--- config.mk ---
export PLATFORM = sky130hd
export DESIGN_NAME = led_seq_ctrl
export DESIGN_NICKNAME = d
export VERILOG_FILES = /design/src/rtl/led_seq_pkg.sv /design/src/rtl/led_tick_gen.sv /design/src/rtl/led_seq_ctrl.sv
export SDC_FILE = /design/constraint.sdc
export NUM_CORES = 1
export LEC_CHECK = 0
export CAP_MARGIN = 20
export CORE_MARGIN = 2
export CORE_UTILIZATION = 35
export DETAILED_ROUTE_END_ITERATION = 7
export PLACE_DENSITY = 0.62
export SLEW_MARGIN = 40
export SYNTH_ARGS = -nofsm -noshare
export SYNTH_HDL_FRONTEND = slang
export SYNTH_HIERARCHICAL = 1
export SYNTH_SLANG_ARGS = --single-unit
--- constraint.sdc ---
create_clock -name clk_50mhz -period 5.3 [get_ports clk_50mhz]
set_input_delay 0.53 -clock clk_50mhz [delete_from_list [all_inputs] [get_ports clk_50mhz]]
set_output_delay 0.53 -clock clk_50mhz [all_outputs]
set_load 0.005 [all_outputs]
--- src/rtl/led_seq_pkg.sv ---
// Shared types, encodings and pattern helpers for the LED sequencer.
package led_seq_pkg;

    typedef enum logic [1:0] {
        ST_IDLE  = 2'd0,
        ST_RUN   = 2'd1,
        ST_PAUSE = 2'd2
    } state_e;

    typedef enum logic [1:0] {
        MODE_ROL  = 2'd0,
        MODE_ROR  = 2'd1,
        MODE_PING = 2'd2,
        MODE_FILL = 2'd3
    } mode_e;

    localparam logic [7:0] PAT_INIT_LEFT  = 8'h01;
    localparam logic [7:0] PAT_INIT_RIGHT = 8'h80;
    localparam logic [7:0] PAT_INIT_FILL  = 8'h00;
    localparam logic [7:0] PAT_OFF        = 8'h00;
    localparam logic [7:0] PAT_FULL       = 8'hFF;

    localparam logic DIR_LEFT  = 1'b0;
    localparam logic DIR_RIGHT = 1'b1;

    function automatic logic [7:0] init_pattern(input mode_e m);
        logic [7:0] p;
        case (m)
            MODE_ROL:  p = PAT_INIT_LEFT;
            MODE_ROR:  p = PAT_INIT_RIGHT;
            MODE_PING: p = PAT_INIT_LEFT;
            MODE_FILL: p = PAT_INIT_FILL;
            default:   p = PAT_OFF;
        endcase
        return p;
    endfunction

    // Returns {next_dir, next_led}; ping-pong turns around at either end without dwelling.
    function automatic logic [8:0] advance_pattern(input mode_e m, input logic [7:0] led,
                                                   input logic dir);
        logic [7:0] n_led;
        logic       n_dir;
        n_led = led;
        n_dir = dir;
        case (m)
            MODE_ROL: n_led = {led[6:0], led[7]};
            MODE_ROR: n_led = {led[0], led[7:1]};
            MODE_PING: begin
                if (dir == DIR_LEFT) begin
                    if (led == 8'h80) begin
                        n_led = 8'h40;
                        n_dir = DIR_RIGHT;
                    end else begin
                        n_led = {led[6:0], 1'b0};
                    end
                end else begin
                    if (led == 8'h01) begin
                        n_led = 8'h02;
                        n_dir = DIR_LEFT;
                    end else begin
                        n_led = {1'b0, led[7:1]};
                    end
                end
            end
            MODE_FILL: n_led = (led == PAT_FULL) ? PAT_OFF : {led[6:0], 1'b1};
            default:   n_led = PAT_OFF;
        endcase
        return {n_dir, n_led};
    endfunction

endpackage

--- src/rtl/led_tick_gen.sv ---
// Step-rate prescaler: counts 0..P-1 with P = DIV_BASE >> speed, strobing on the last count.
module led_tick_gen #(
    parameter int DIV_BASE = 25_000_000
) (
    input  logic       clk_50mhz,
    input  logic       rst,
    input  logic       i_clear,
    input  logic       i_enable,
    input  logic [1:0] i_speed,
    output logic       o_tick
);

    localparam int            CW   = $clog2(DIV_BASE + 1);
    localparam logic [CW-1:0] BASE = CW'(DIV_BASE);

    logic [CW-1:0] r_cnt;
    logic [CW-1:0] r_period;
    logic [CW-1:0] w_period;

    // Speed is only looked at on count 0, so a period never changes length mid-way.
    assign w_period = (r_cnt == '0) ? (BASE >> i_speed) : r_period;
    assign o_tick   = i_enable && (r_cnt == (w_period - CW'(1)));

    // Count and period registers; hold while disabled so a pause resumes mid-period.
    always_ff @(posedge clk_50mhz) begin
        if (rst || i_clear) begin
            r_cnt    <= '0;
            r_period <= BASE;
        end else if (i_enable) begin
            r_period <= w_period;
            r_cnt    <= o_tick ? '0 : (r_cnt + CW'(1));
        end else begin
            r_cnt    <= r_cnt;
            r_period <= r_period;
        end
    end

endmodule

--- src/rtl/led_seq_ctrl.sv ---
// LED pattern sequencer: IDLE/RUN/PAUSE control around a prescaler, all outputs registered.
module led_seq_ctrl
    import led_seq_pkg::*;
#(
    parameter int DIV_BASE = 25_000_000
) (
    input  logic       clk_50mhz,
    input  logic       rst,
    input  logic       start,
    input  logic       stop,
    input  logic [1:0] mode,
    input  logic [1:0] speed,
    output logic [7:0] led,
    output logic       tick,
    output logic       busy
);

    state_e     r_state, w_state_nxt;
    mode_e      r_mode, w_mode_nxt;
    logic       r_dir, w_dir_nxt;
    logic [7:0] r_led, w_led_nxt;
    logic       r_start_d;
    logic       r_tick;
    logic       r_busy;
    logic       w_start_edge;
    logic       w_tick_en;
    logic       w_clear;
    logic       w_step;
    logic [8:0] w_adv;

    // Stop takes effect in the cycle it is seen, so the prescaler is frozen in that cycle too.
    assign w_start_edge = start & ~r_start_d;
    assign w_tick_en    = (r_state == ST_RUN) & ~stop;
    assign w_clear      = (r_state == ST_IDLE);
    assign w_adv        = advance_pattern(r_mode, r_led, r_dir);

    led_tick_gen #(
        .DIV_BASE (DIV_BASE)
    ) u_tick_gen (
        .clk_50mhz (clk_50mhz),
        .rst       (rst),
        .i_clear   (w_clear),
        .i_enable  (w_tick_en),
        .i_speed   (speed),
        .o_tick    (w_step)
    );

    // Next-state and next-pattern decode.
    always_comb begin
        w_state_nxt = r_state;
        w_mode_nxt  = r_mode;
        w_dir_nxt   = r_dir;
        w_led_nxt   = r_led;
        case (r_state)
            ST_IDLE: begin
                if (!stop && w_start_edge) begin
                    w_state_nxt = ST_RUN;
                    w_mode_nxt  = mode_e'(mode);
                    w_dir_nxt   = DIR_LEFT;
                    w_led_nxt   = init_pattern(mode_e'(mode));
                end else begin
                    w_state_nxt = ST_IDLE;
                end
            end
            ST_RUN: begin
                if (stop) begin
                    w_state_nxt = ST_PAUSE;
                end else if (w_step) begin
                    w_led_nxt = w_adv[7:0];
                    w_dir_nxt = w_adv[8];
                end else begin
                    w_state_nxt = ST_RUN;
                end
            end
            ST_PAUSE: begin
                if (stop) begin
                    w_state_nxt = ST_IDLE;
                    w_led_nxt   = PAT_OFF;
                end else if (w_start_edge) begin
                    w_state_nxt = ST_RUN;
                end else begin
                    w_state_nxt = ST_PAUSE;
                end
            end
            default: begin
                w_state_nxt = ST_IDLE;
                w_led_nxt   = PAT_OFF;
            end
        endcase
    end

    // State and output registers; start history resets high so a held start needs a fresh edge.
    always_ff @(posedge clk_50mhz) begin
        if (rst) begin
            r_state   <= ST_IDLE;
            r_mode    <= MODE_ROL;
            r_dir     <= DIR_LEFT;
            r_led     <= PAT_OFF;
            r_tick    <= 1'b0;
            r_busy    <= 1'b0;
            r_start_d <= 1'b1;
        end else begin
            r_state   <= w_state_nxt;
            r_mode    <= w_mode_nxt;
            r_dir     <= w_dir_nxt;
            r_led     <= w_led_nxt;
            r_tick    <= w_step;
            r_busy    <= (w_state_nxt != ST_IDLE);
            r_start_d <= start;
        end
    end

    assign led  = r_led;
    assign tick = r_tick;
    assign busy = r_busy;

endmodule

==> flow_metrics.py <==
metrics = {
    "routing": {
        "wl_mm": 12.2,
        "vias": 4125,
        "first_iter_violations": 418,
        "ant_nets": 0,
        "vias_per_cell": 6.00,
        "drtPass1Iterations": 7,
        "drc": 0,
        "wl_per_cell_um": 17.8,
    },
    "timing": {
        "worst_pin_slew_ns": 0.763,
        "period_minus_slack_ns": 4.68,
        "max-slew-margin-rel_pct": 49.1,
        "setup_viol": 0,
        "setup_tns_ns": 0,
        "rsz0062_at_grt": "false",
        "final_max_slew_viol_count": 0,
        "fmax_mhz": 214,
        "skew_ns": 0.00707,
        "finalHoldViolCount": 0,
        "finalCritPeriodShare_pct": 88.4,
    },
    "synth": {
        "yosys-top-cells-count": "66 x dfxtp_1, 47 x nand2_1, 34 x nor2_1, 34 x nor3_1, 25 x nand3_1",
        "synth_area_leaders": "dfxtp_1 31%, xor2_1 5.0%, xnor2_1 4.4%",
        "yosys.cell_count.top_type": "dfxtp_1",
        "synth.distinct_cells": 72,
        "synthArstFlopShare_pct": 0,
        "avgSynthCellArea_sq_um": 7.97,
        "yosysTopAreaCell": "dfxtp_1",
        "synth_area_sq_um": 4220,
        "yosysSeqAreaShare_pct": 31.3,
        "synthesis.nets": 540,
        "yosysWarnings": 6,
        "netlist_instances": 529,
        "synth_edf_count": 0,
        "yosysTopAreaCellShare_pct": 31.3,
        "synth_flop_cell": "dfxtp_1",
        "synth-seq-cells": 66,
    },
    "clocking": {
        "cts-resized-gates": 0,
        "cts.sinks": 66,
        "clkTransAtPathRegs_ns": 0.06,
        "cts-buffers-inserted": 9,
        "h-tree-depth": 3,
        "root_buffer": "clkbuf_16",
        "clkLatencyLatePin_ns": 0.33,
        "cts_setup_buffers": 0,
        "cts_hold_buf": 0,
        "clock_path_buffers": 2,
        "cts_tree": "done",
    },
    "critical_path": {
        "cp_common_cell": "nand2_1",
        "crit_family": "simple AND/OR/NAND/NOR gates",
        "arrival_ns": 4.93,
        "critPathMaxStageDelay_ns": 0.43,
        "required_ns": 5.55,
        "path_cells": "nor4_1 -> and2_1 -> nand2_1 -> nand2_1 -> ha_1 -> nand2b_1 -> nor4_2 -> mux2i_1 -> a21oi_1 -> nand4bb_1 -> nor2_1 -> or4b_1 -> or3_1 -> nor3_2 -> nor2b_1 -> and3_1 -> o31ai_1 -> o211ai_1",
        "critPathMaxFanout": 12,
        "critical-path-slowest-cell": "nor4_2",
        "cp_num_buf_inv": 0,
        "critPathLaunchType": "register",
        "path_class": "register to register",
        "worstSetupEndpointType": "register",
    },
    "final_layout": {
        "area_delta_synth_final_pct": 14.4,
        "finish.net_count": 547,
        "stdcell_count": 688,
        "drive_gt1_share_pct": 8.69,
        "diodes": 0,
    },
    "die": {
        "die_h_um": 114,
        "num_io_pins": 18,
        "dieWidth_um": 114,
        "start_util_pct": 35.5,
        "coreArea_sq_um": 11900,
        "dieArea_sq_um": 12900,
        "rows": 40,
    },
    "global_route": {
        "grt_max_degree": 36,
        "track_usage_pct": 19.5,
        "gr-total-overflow": 0,
        "grt_pass1_vias": 3813,
        "antenna_found_initial": 0,
        "grt_first_pass_wirelength_mm": 20.0,
    },
    "pwr": {
        "power.density_nw_per_um2": 246,
        "ir_drop_mv": 0.153,
        "p_leak_nw": 1.57,
    },
    "placement": {
        "dpl.hpwl_mm": 8.84,
        "port-buffer-count": 17,
        "place_congestion": 1.03,
        "dpl.cell_count": 672,
    },
    "run": {
        "cap_violations": 0,
    },
    "worst_hold_path": {
        "hold_path_class": "register to register",
    },
    "status": {
        "status": "finished, final reports clean",
    },
}
cell usage in the layout (no fill, tap or decap), types with 4 or more instances in the layout:
| master | instances |
|---|---|
| o21ai_0 | 23 |
| and3_1 | 16 |
| clkdlybuf4s50_1 | 17 |
| clkbuf_16 | 9 |
| o31ai_1 | 4 |
| nor2b_1 | 10 |
| nor3_1 | 34 |
| mux2i_1 | 5 |
| nor3b_1 | 6 |
| or3_1 | 9 |
| nor2_1 | 32 |
| nand2b_1 | 9 |
| nor4_1 | 14 |
| o311ai_0 | 5 |
| xnor2_1 | 21 |
| a21oi_1 | 24 |
| xor2_1 | 24 |
| or2_2 | 5 |
| nand4_1 | 11 |
| nand3_1 | 25 |
| buf_4 | 6 |
| inv_1 | 21 |
| a221oi_1 | 6 |
| o2bb2ai_1 | 7 |
| nand2_1 | 47 |
| dfxtp_1 | 66 |
final timing paths:
check,endpoint,slack (ns),depth (start not counted),startpoint
worst min-delay path,u_tick_gen/r_period[19],0.52,1,u_tick_gen/r_period[19]
worst max-delay path,led[6],0.62,18,u_tick_gen/r_cnt[6]
worst max register to register,led[6],0.62,18,u_tick_gen/r_cnt[6]
worst min register to register,u_tick_gen/r_period[19],0.52,1,u_tick_gen/r_period[19]
report_power, final:
group          internal, W  switching (W)  leakage (nW)  total [W]
logic            0.0000183      0.0000261         0.891  0.0000444
registers         0.000498     0.00000380         0.532   0.000502
clock network     0.000425       0.000217         0.149   0.000641
layout make-up:
cell class | count | area, sq um
Clock inverter | 4 | 75.1
Multi-Input combinational cell | 415 | 2700
Tap cell | 147 | 184
Inverter | 21 | 78.8
Sequential cell | 66 | 1320
Timing Repair Buffer | 23 | 215
Clock buffer | 12 | 246
Fill cell | 1212 | 7040
registers in the layout (all words and copies together), names as in the netlist:
signal,flops
r_dir,1
u_tick_gen/r_cnt,25
tick,1
u_tick_gen/r_period,25
led,8
r_state,2
busy,1
r_mode,2
r_start_d,1
stage by stage:
step	instance area [sq um]	util, %	hold slack (ns)	worst slack, ns	power [W]
2_1_floorplan	4220	-	0.447	0.963	0.000538
3_3_place_gp	4500	37.9	0.497	0.757	0.000556
3_5_place_dp	4500	37.9	0.510	0.663	0.000556
4_1_cts	4820	40.6	0.520	0.618	0.00120
5_1_grt	4820	40.7	0.532	0.0199	0.00123
6_report	4820	40.7	0.522	0.616	0.00119
cells by family after synthesis:
group,share of synthesized area (%)
adders and majority gates,0.890
AOI/OAI and AO/OA,17.2
and+or+nand+nor,34.5
xor gates and xnor gates,9.35
DFF,31.3
muxes,1.99
buffers and inverters,4.72
layer usage:
layer | routed length (um) | vias to the layer above | GRT usage, %
li1 | - | 1962 | -
met1 | 5580 | 1937 | 26.5
met2 | 5480 | 192 | 30.5
met3 | 824 | 34 | 3.93
met4 | 367 | 0 | 7.80
met5 | 0 | - | 0
Power figures use the tool's default switching activity.
